[config.mk]
export PLATFORM = sky130hd
export DESIGN_NAME = wb_port_arbiter
export DESIGN_NICKNAME = d
export VERILOG_FILES = /design/src/rtl/wb_port_arbiter.sv
export SDC_FILE = /design/constraint.sdc
export NUM_CORES = 1
export LEC_CHECK = 0
export BUFFER_PORTS_ARGS = -buffer_cell sky130_fd_sc_hd__buf_2
export CORE_UTILIZATION = 45
export DETAILED_ROUTE_END_ITERATION = 6
export PLACE_DENSITY = 0.87
export SLEW_MARGIN = 20
export SYNTH_ARGS = -nofsm -noshare
export SYNTH_HDL_FRONTEND = slang
export SYNTH_SLANG_ARGS = --single-unit
[constraint.sdc]
create_clock -name clk -period 2.6 [get_ports clk]
set_input_delay 0.13 -clock clk [delete_from_list [all_inputs] [get_ports clk]]
set_output_delay 0.13 -clock clk [all_outputs]
set_load 0.005 [all_outputs]
[src/rtl/wb_port_arbiter.sv]
// Register-file write-port arbiter: fixed pipeline priority with a starvation-forced grant for the long-latency unit.
// Optional performance counters are built when WBARB_PERF_EN is defined.
module wb_port_arbiter #(
    parameter int unsigned XLEN         = 64,
    parameter int unsigned STARVE_LIMIT = 4
) (
    input  logic            clk,
    input  logic            reset_n,
    input  logic            p_we,
    input  logic [4:0]      p_waddr,
    input  logic [XLEN-1:0] p_wdata,
    output logic            p_stall,
    input  logic            m_valid,
    input  logic [4:0]      m_waddr,
    input  logic [XLEN-1:0] m_wdata,
    output logic            m_ready,
    output logic            rf_we,
    output logic [4:0]      rf_waddr,
    output logic [XLEN-1:0] rf_wdata
`ifdef WBARB_PERF_EN
    ,
    output logic [31:0]     perf_stall_cnt,
    output logic [31:0]     perf_m_wr_cnt
`endif
);

    typedef enum logic {
        ARB_P,
        ARB_M
    } arb_state_e;

    localparam logic [4:0] LIMIT = 5'(STARVE_LIMIT);

    arb_state_e      state_q, state_d;
    logic [3:0]      wait_cnt_q, wait_cnt_d;
    logic            rf_we_q;
    logic [4:0]      rf_waddr_q;
    logic [XLEN-1:0] rf_wdata_q;

    logic            p_req, m_req;
    logic            grant_p, grant_m;
    logic            p_stall_c, m_ready_c;
    logic [4:0]      cnt_inc;

    assign p_req   = p_we & (p_waddr != 5'd0);
    assign m_req   = m_valid & (m_waddr != 5'd0);
    assign cnt_inc = {1'b0, wait_cnt_q} + 5'd1;

    always_comb begin
        grant_p    = 1'b0;
        grant_m    = 1'b0;
        p_stall_c  = 1'b0;
        m_ready_c  = 1'b0;
        state_d    = ARB_P;
        wait_cnt_d = wait_cnt_q;

        if (state_q == ARB_M && m_req) begin
            grant_m   = 1'b1;
            m_ready_c = 1'b1;
            p_stall_c = p_req;
        end else if (p_req) begin
            grant_p   = 1'b1;
            m_ready_c = m_valid & (m_waddr == 5'd0);
        end else if (m_req) begin
            grant_m   = 1'b1;
            m_ready_c = 1'b1;
        end else begin
            m_ready_c = m_valid;
        end

        // Any pending m that was not accepted is a real (non-x0) request losing to p.
        if (!m_valid || m_ready_c) begin
            wait_cnt_d = '0;
        end else begin
            wait_cnt_d = (cnt_inc >= LIMIT) ? LIMIT[3:0] : cnt_inc[3:0];
            if (state_q == ARB_P && cnt_inc >= LIMIT) begin
                state_d = ARB_M;
            end
        end
    end

    always_ff @(posedge clk or negedge reset_n) begin
        if (!reset_n) begin
            state_q    <= ARB_P;
            wait_cnt_q <= '0;
            rf_we_q    <= 1'b0;
            rf_waddr_q <= '0;
            rf_wdata_q <= '0;
        end else begin
            state_q    <= state_d;
            wait_cnt_q <= wait_cnt_d;
            rf_we_q    <= grant_p | grant_m;
            if (grant_m) begin
                rf_waddr_q <= m_waddr;
                rf_wdata_q <= m_wdata;
            end else if (grant_p) begin
                rf_waddr_q <= p_waddr;
                rf_wdata_q <= p_wdata;
            end
        end
    end

    // Handshakes are gated so nothing is accepted or stalled while reset is held.
    assign p_stall  = p_stall_c & reset_n;
    assign m_ready  = m_ready_c & reset_n;
    assign rf_we    = rf_we_q;
    assign rf_waddr = rf_waddr_q;
    assign rf_wdata = rf_wdata_q;

`ifdef WBARB_PERF_EN
    logic [31:0] perf_stall_q, perf_m_wr_q;

    always_ff @(posedge clk or negedge reset_n) begin
        if (!reset_n) begin
            perf_stall_q <= '0;
            perf_m_wr_q  <= '0;
        end else begin
            if (p_stall_c) perf_stall_q <= perf_stall_q + 32'd1;
            if (grant_m)   perf_m_wr_q  <= perf_m_wr_q + 32'd1;
        end
    end

    assign perf_stall_cnt = perf_stall_q;
    assign perf_m_wr_cnt  = perf_m_wr_q;
`endif

endmodule
Yosys cells after proc, flatten, opt, wreduce, memory -nomap -nowiden
Index checks and enable logic that the tools add are counted.
{ "totals": {"input_bits": 142, "elab_cells": 39, "regBits": 75} }
{ "op_classes": {"n_reduce_logical": 8, "order_cmp": 1, "muxes": 17, "bitwise_logic": 7, "add_sub_neg": 1} }
{ "ops": {"columns": ["op", "n"], "rows": [
  ["two-way mux 64 bit", 2],
  ["two-way mux 1 bit", 11],
  ["two-way mux 5 bit", 2],
  ["nonzero test 5 bit", 2],
  ["two-way mux 4 bit", 2],
  ["adder 4 x 1 -> 5 bit (second input constant)", 1],
  ["bitwise AND 1 bit", 5],
  [">= comparator 5 x 3 -> 1 bit (second input constant)", 1],
  ["logical NOT 5 bit", 1],
  ["logical AND 1 bit", 2],
  ["nonzero test 2 bit", 1],
  ["logical NOT 1 bit", 1],
  ["logical OR 1 bit", 1],
  ["NOT 1 bit", 1],
  ["bitwise OR 1 bit", 1]
]} }

Logic depth before layout (Yosys ltp)
{ "depth": {"depth_word": 7, "depth_mapped": 6} }

Worst setup path before layout
OpenSTA, ideal clock, no wires.
{ "synth_timing": {"path_type": "input-to-reg", "from": "input m_waddr[3]", "to": "register rf_wdata_q[0] (netlist: rf_wdata[0])", "arrival_time_ns": 1.569, "setup_slack_ns": 0.905, "t_required_ns": 2.474, "setup_ns": 0.126, "path_stages": 6, "path_buffers": 2, "cell_sequence": "or4_4 -> or2_1 -> o211a_1 -> buf_6 -> buf_8 -> a221o_1"} }
{ "synth_between": {"elab_chain_cells": 6, "word_cells_on_any_way": 9} }
{ "synth_lines": {"columns": ["element", "line", "rtl"], "rows": [
  ["start, declared", "14", "input logic [4:0] m_waddr,"],
  ["nonzero test 5 bit *", "46", "assign m_req = m_valid & (m_waddr != 5'd0);"],
  ["bitwise AND 1 bit *", "46", null],
  ["two-way mux 1 bit", "64", "end else if (m_req) begin"],
  ["two-way mux 1 bit", "61", "end else if (p_req) begin"],
  ["two-way mux 1 bit", "57", "if (state_q == ARB_M && m_req) begin"],
  ["two-way mux 64 bit / nonzero test 2 bit (equally long branches)", null, null],
  ["end signal, assigned", "95", "rf_wdata_q <= m_wdata;"],
  ["end signal, assigned", "98", "rf_wdata_q <= p_wdata;"],
  ["end, declared", "38", "logic [XLEN-1:0] rf_wdata_q;"]
]} }
Mark *: on every way between the ends. The rest lies on a longest branch, timed or not.
A chain may end at the register's enable or synchronous reset.

Worst setup path in the final report
{ "layout_timing": {"from": "input p_waddr[1]", "to": "output m_ready"} }
{ "layout_between": {"elab_chain_cells": 5} }
{ "layout_lines": {"columns": ["element", "line", "rtl"], "rows": [
  ["start, declared", "10", "input logic [4:0] p_waddr,"],
  ["nonzero test 5 bit", "45", "assign p_req = p_we & (p_waddr != 5'd0);"],
  ["bitwise AND 1 bit", "45", null],
  ["two-way mux 1 bit", "61", null],
  ["two-way mux 1 bit", "57", null],
  ["bitwise AND 1 bit", "105", "assign m_ready = m_ready_c & reset_n;"],
  ["end, declared", "16", "output logic m_ready,"]
]} }
No other way between the ends.

==> flow_summary.json <==
{
  "synth-seq-cells": 75,
  "cp-end-kind": "output pin",
  "placedCellCount": 561,
  "synth_common_cells": "dfrtp_1, a221o_1, nor3b_1",
  "ys_seq_area_share_pct": 53.94,
  "initialDrtViolationCount": 125,
  "cts_buffer_depth": 2,
  "dr.pass1.iters": 4,
  "synth_compound_area_share_pct": 21.68,
  "io_buffers": 213,
  "synth-main-ff-cell": "dfrtp_1",
  "grt_max_degree": 41,
  "period_share_pct": 72.21,
  "cts-buffers-inserted": 9,
  "power.leakage_nw": 2.370,
  "cellPowerDensity_nw_per_um2": 596.7,
  "path_class": "primary input to output pin",
  "regToRegSetupSlack_ps": 900,
  "reg2reg_from": "state_q$_DFF_PN0_",
  "placementRows": 31,
  "synth_edf_count": 0,
  "syn-cell-area_um2": 3480,
  "clock_skew_ps": 7.055,
  "avgRoutedWirePerCell_um": 17.35,
  "synthMostInstantiatedCell": "dfrtp_1",
  "hold_viol_final": 0,
  "gr-total-overflow": 0,
  "path_clk_slew_ps": 80,
  "start_kind": "primary input",
  "antenna_found_initial": 0,
  "yosys.area_share.adder_pct": 0.7192,
  "cts_tree": "yes",
  "cp.required_ps": 2470,
  "final_cells": 579,
  "synth_simple_gate_area_share_pct": 17.33,
  "synth.avg_cell_area_um2": 12.89,
  "synthXorXnorAreaFrac_pct": 0,
  "synthCells": 270,
  "n_antenna_cell": 0,
  "setup_violations": 0,
  "wirelength_um": 10040,
  "die_w_um": 89.94,
  "globalplace.congestion": 0.8210,
  "ios": 214,
  "synth_top_area_cell": "dfrtp_1",
  "crit_chain": "buf_2 > or4_1 > o21ai_4 > buf_4 > nor2_1 > a21oi_1 > buf_2",
  "synth_area_leaders": "dfrtp_1, a221o_1, nor3b_1",
  "start_util_pct": 47.22,
  "cpPeakStageDelay_ps": 570,
  "fin_crit_ps": 1877,
  "crit_family": "simple AND/OR/NAND/NOR gates",
  "via_count": 3290,
  "cts_sinks": 75,
  "cp_common_cell": "buf_2",
  "synth_nets": 414,
  "r2r-end": "rf_wdata[56]$_DFFE_PN0P_",
  "die_area_um2": 8088,
  "postRouteAntennaNets": 0,
  "vias_per_cell": 5.682,
  "dpl.hpwl_um": 7302,
  "worstMarginPinSlew_ps": 707.9,
  "hold_path_depth": 2,
  "grt_usage_pct": 24.83,
  "relSlewSlack_pct": 52.81,
  "fin_nets": 619,
  "fmax_mhz": 532.7,
  "postSynth.asyncResetShare_pct": 100.0,
  "grt_pass1_vias": 3209,
  "min-delay-path-class": "primary input to flop",
  "status": "finished clean",
  "arrival_ps": 1750,
  "peakVddDrop_v": 0.0003677,
  "holdPathEnd": "rf_wdata[25]$_DFFE_PN0P_",
  "core_um2": 7370,
  "r2r_cells": 3,
  "synth.area.mux_share_pct": 0,
  "synth_top_family_by_area": "compound AO/OA/AOI/OAI gates",
  "ys_types": 30,
  "drc": 0,
  "rsz0062_at_grt": "false",
  "path_max_fanout": 39,
  "postCtsSetupBuffers": 0,
  "worstHoldStart": "m_wdata[25]",
  "drive_gt1_share_pct": 51.25,
  "fp.dieH_um": 89.94,
  "critical-path-slowest-cell": "or4_1",
  "clock_latency_ps": 330,
  "htree_levels": 3,
  "syn_to_final_growth_pct": 37.32,
  "synth_top_cell_area_share_pct": 53.94,
  "tns_ps": 0,
  "drv_cap": 0,
  "grt_pass1_wl_um": 16080,
  "yosysWarningCount": 0,
  "slew_violations": 0,
  "crit_buf_inv": 3,
  "cts-root-buf": "clkbuf_8"
}
worst max-delay path by stage:
stage / startpoint / end / slack (ps) / depth (start not counted)
floorplan: m_waddr[3] / rf_wdata[0]$_DFFE_PN0P_ / 910 / 6
global placement: p_waddr[1] / rf_wdata[52]$_DFFE_PN0P_ / 470 / 6
detailed placement: p_waddr[1] / rf_wdata[56]$_DFFE_PN0P_ / 390 / 6
CTS: p_waddr[1] / m_ready / 710 / 7
global route: p_waddr[1] / m_ready / 640 / 7
finish: p_waddr[1] / m_ready / 720 / 7
layout make-up:
cell class / count / area, um^2
Fill cell: 559 / 2591
Sequential cell: 75 / 1877
Multi-Input combinational cell: 164 / 1395
Timing Repair Buffer: 223 / 1161
Clock buffer: 13 / 168.9
Tap cell: 99 / 123.9
Clock inverter: 3 / 45.04
Inverter: 2 / 7.507
layout by cell type (no fill, tap or decap), types with 4 or more instances in the layout:
cell and n:
buf_2 212, dfrtp_1 75, a221o_1 65, nor3b_1 64, clkbuf_8 12, buf_4 8
and3_1 6, a221o_2 4
state kept, by name (all words and copies together) (netlist names):
| register | cells |
|---|---|
| rf_waddr | 5 |
| rf_we | 1 |
| wait_cnt_q | 4 |
| rf_wdata | 64 |
| state_q | 1 |
logic make-up (layout without fill, tap and decap cells):
logic type | Yosys count | after routing
fa+ha+maj | 2 | 2
buf+inv | 31 | 241
compound gates | 77 | 77
flops | 75 | 75
simple gates | 84 | 84
other cells | 1 | 1
through the flow:
| stage | power [mW] | hold WS, ps | setup slack, ps | instance area [um^2] | util (%) |
|---|---|---|---|---|---|
| finish | 2.851 | 17.69 | 722.7 | 4778 | 64.84 |
| CTS | 2.877 | 3.646 | 711.4 | 4768 | 64.70 |
| detailed placement | 1.937 | 141.6 | 390.8 | 4544 | 61.66 |
| floorplan | 1.635 | -165.6 | 905.4 | 3480 | - |
| global placement | 1.912 | 122.3 | 471.5 | 4544 | 61.66 |
| global route | 2.988 | 0.4741 | 640.8 | 4778 | 64.84 |
per-layer routing:
| layer | wire length [um] | track usage [%] |
|---|---|---|
| met3 | 884 | 7.191 |
| met4 | 174 | 7.796 |
| met1 | 3932 | 30.88 |
| met2 | 5052 | 41.79 |
| met5 | 0 | 0 |
repair_timing:
action                                 CTS  global route
setup endpoints to repair                0             0
endpoints found under the hold margin   37             1
hold buffers                             1             1
gates resized for setup                  0             0
report_power, final:
part	total, mW	switching [mW]	internal [mW]
Clock	0.938	0.415	0.523
Combinational	0.549	0.250	0.299
Sequential	1.36	0.0744	1.29
Power figures use the tool's default switching activity.
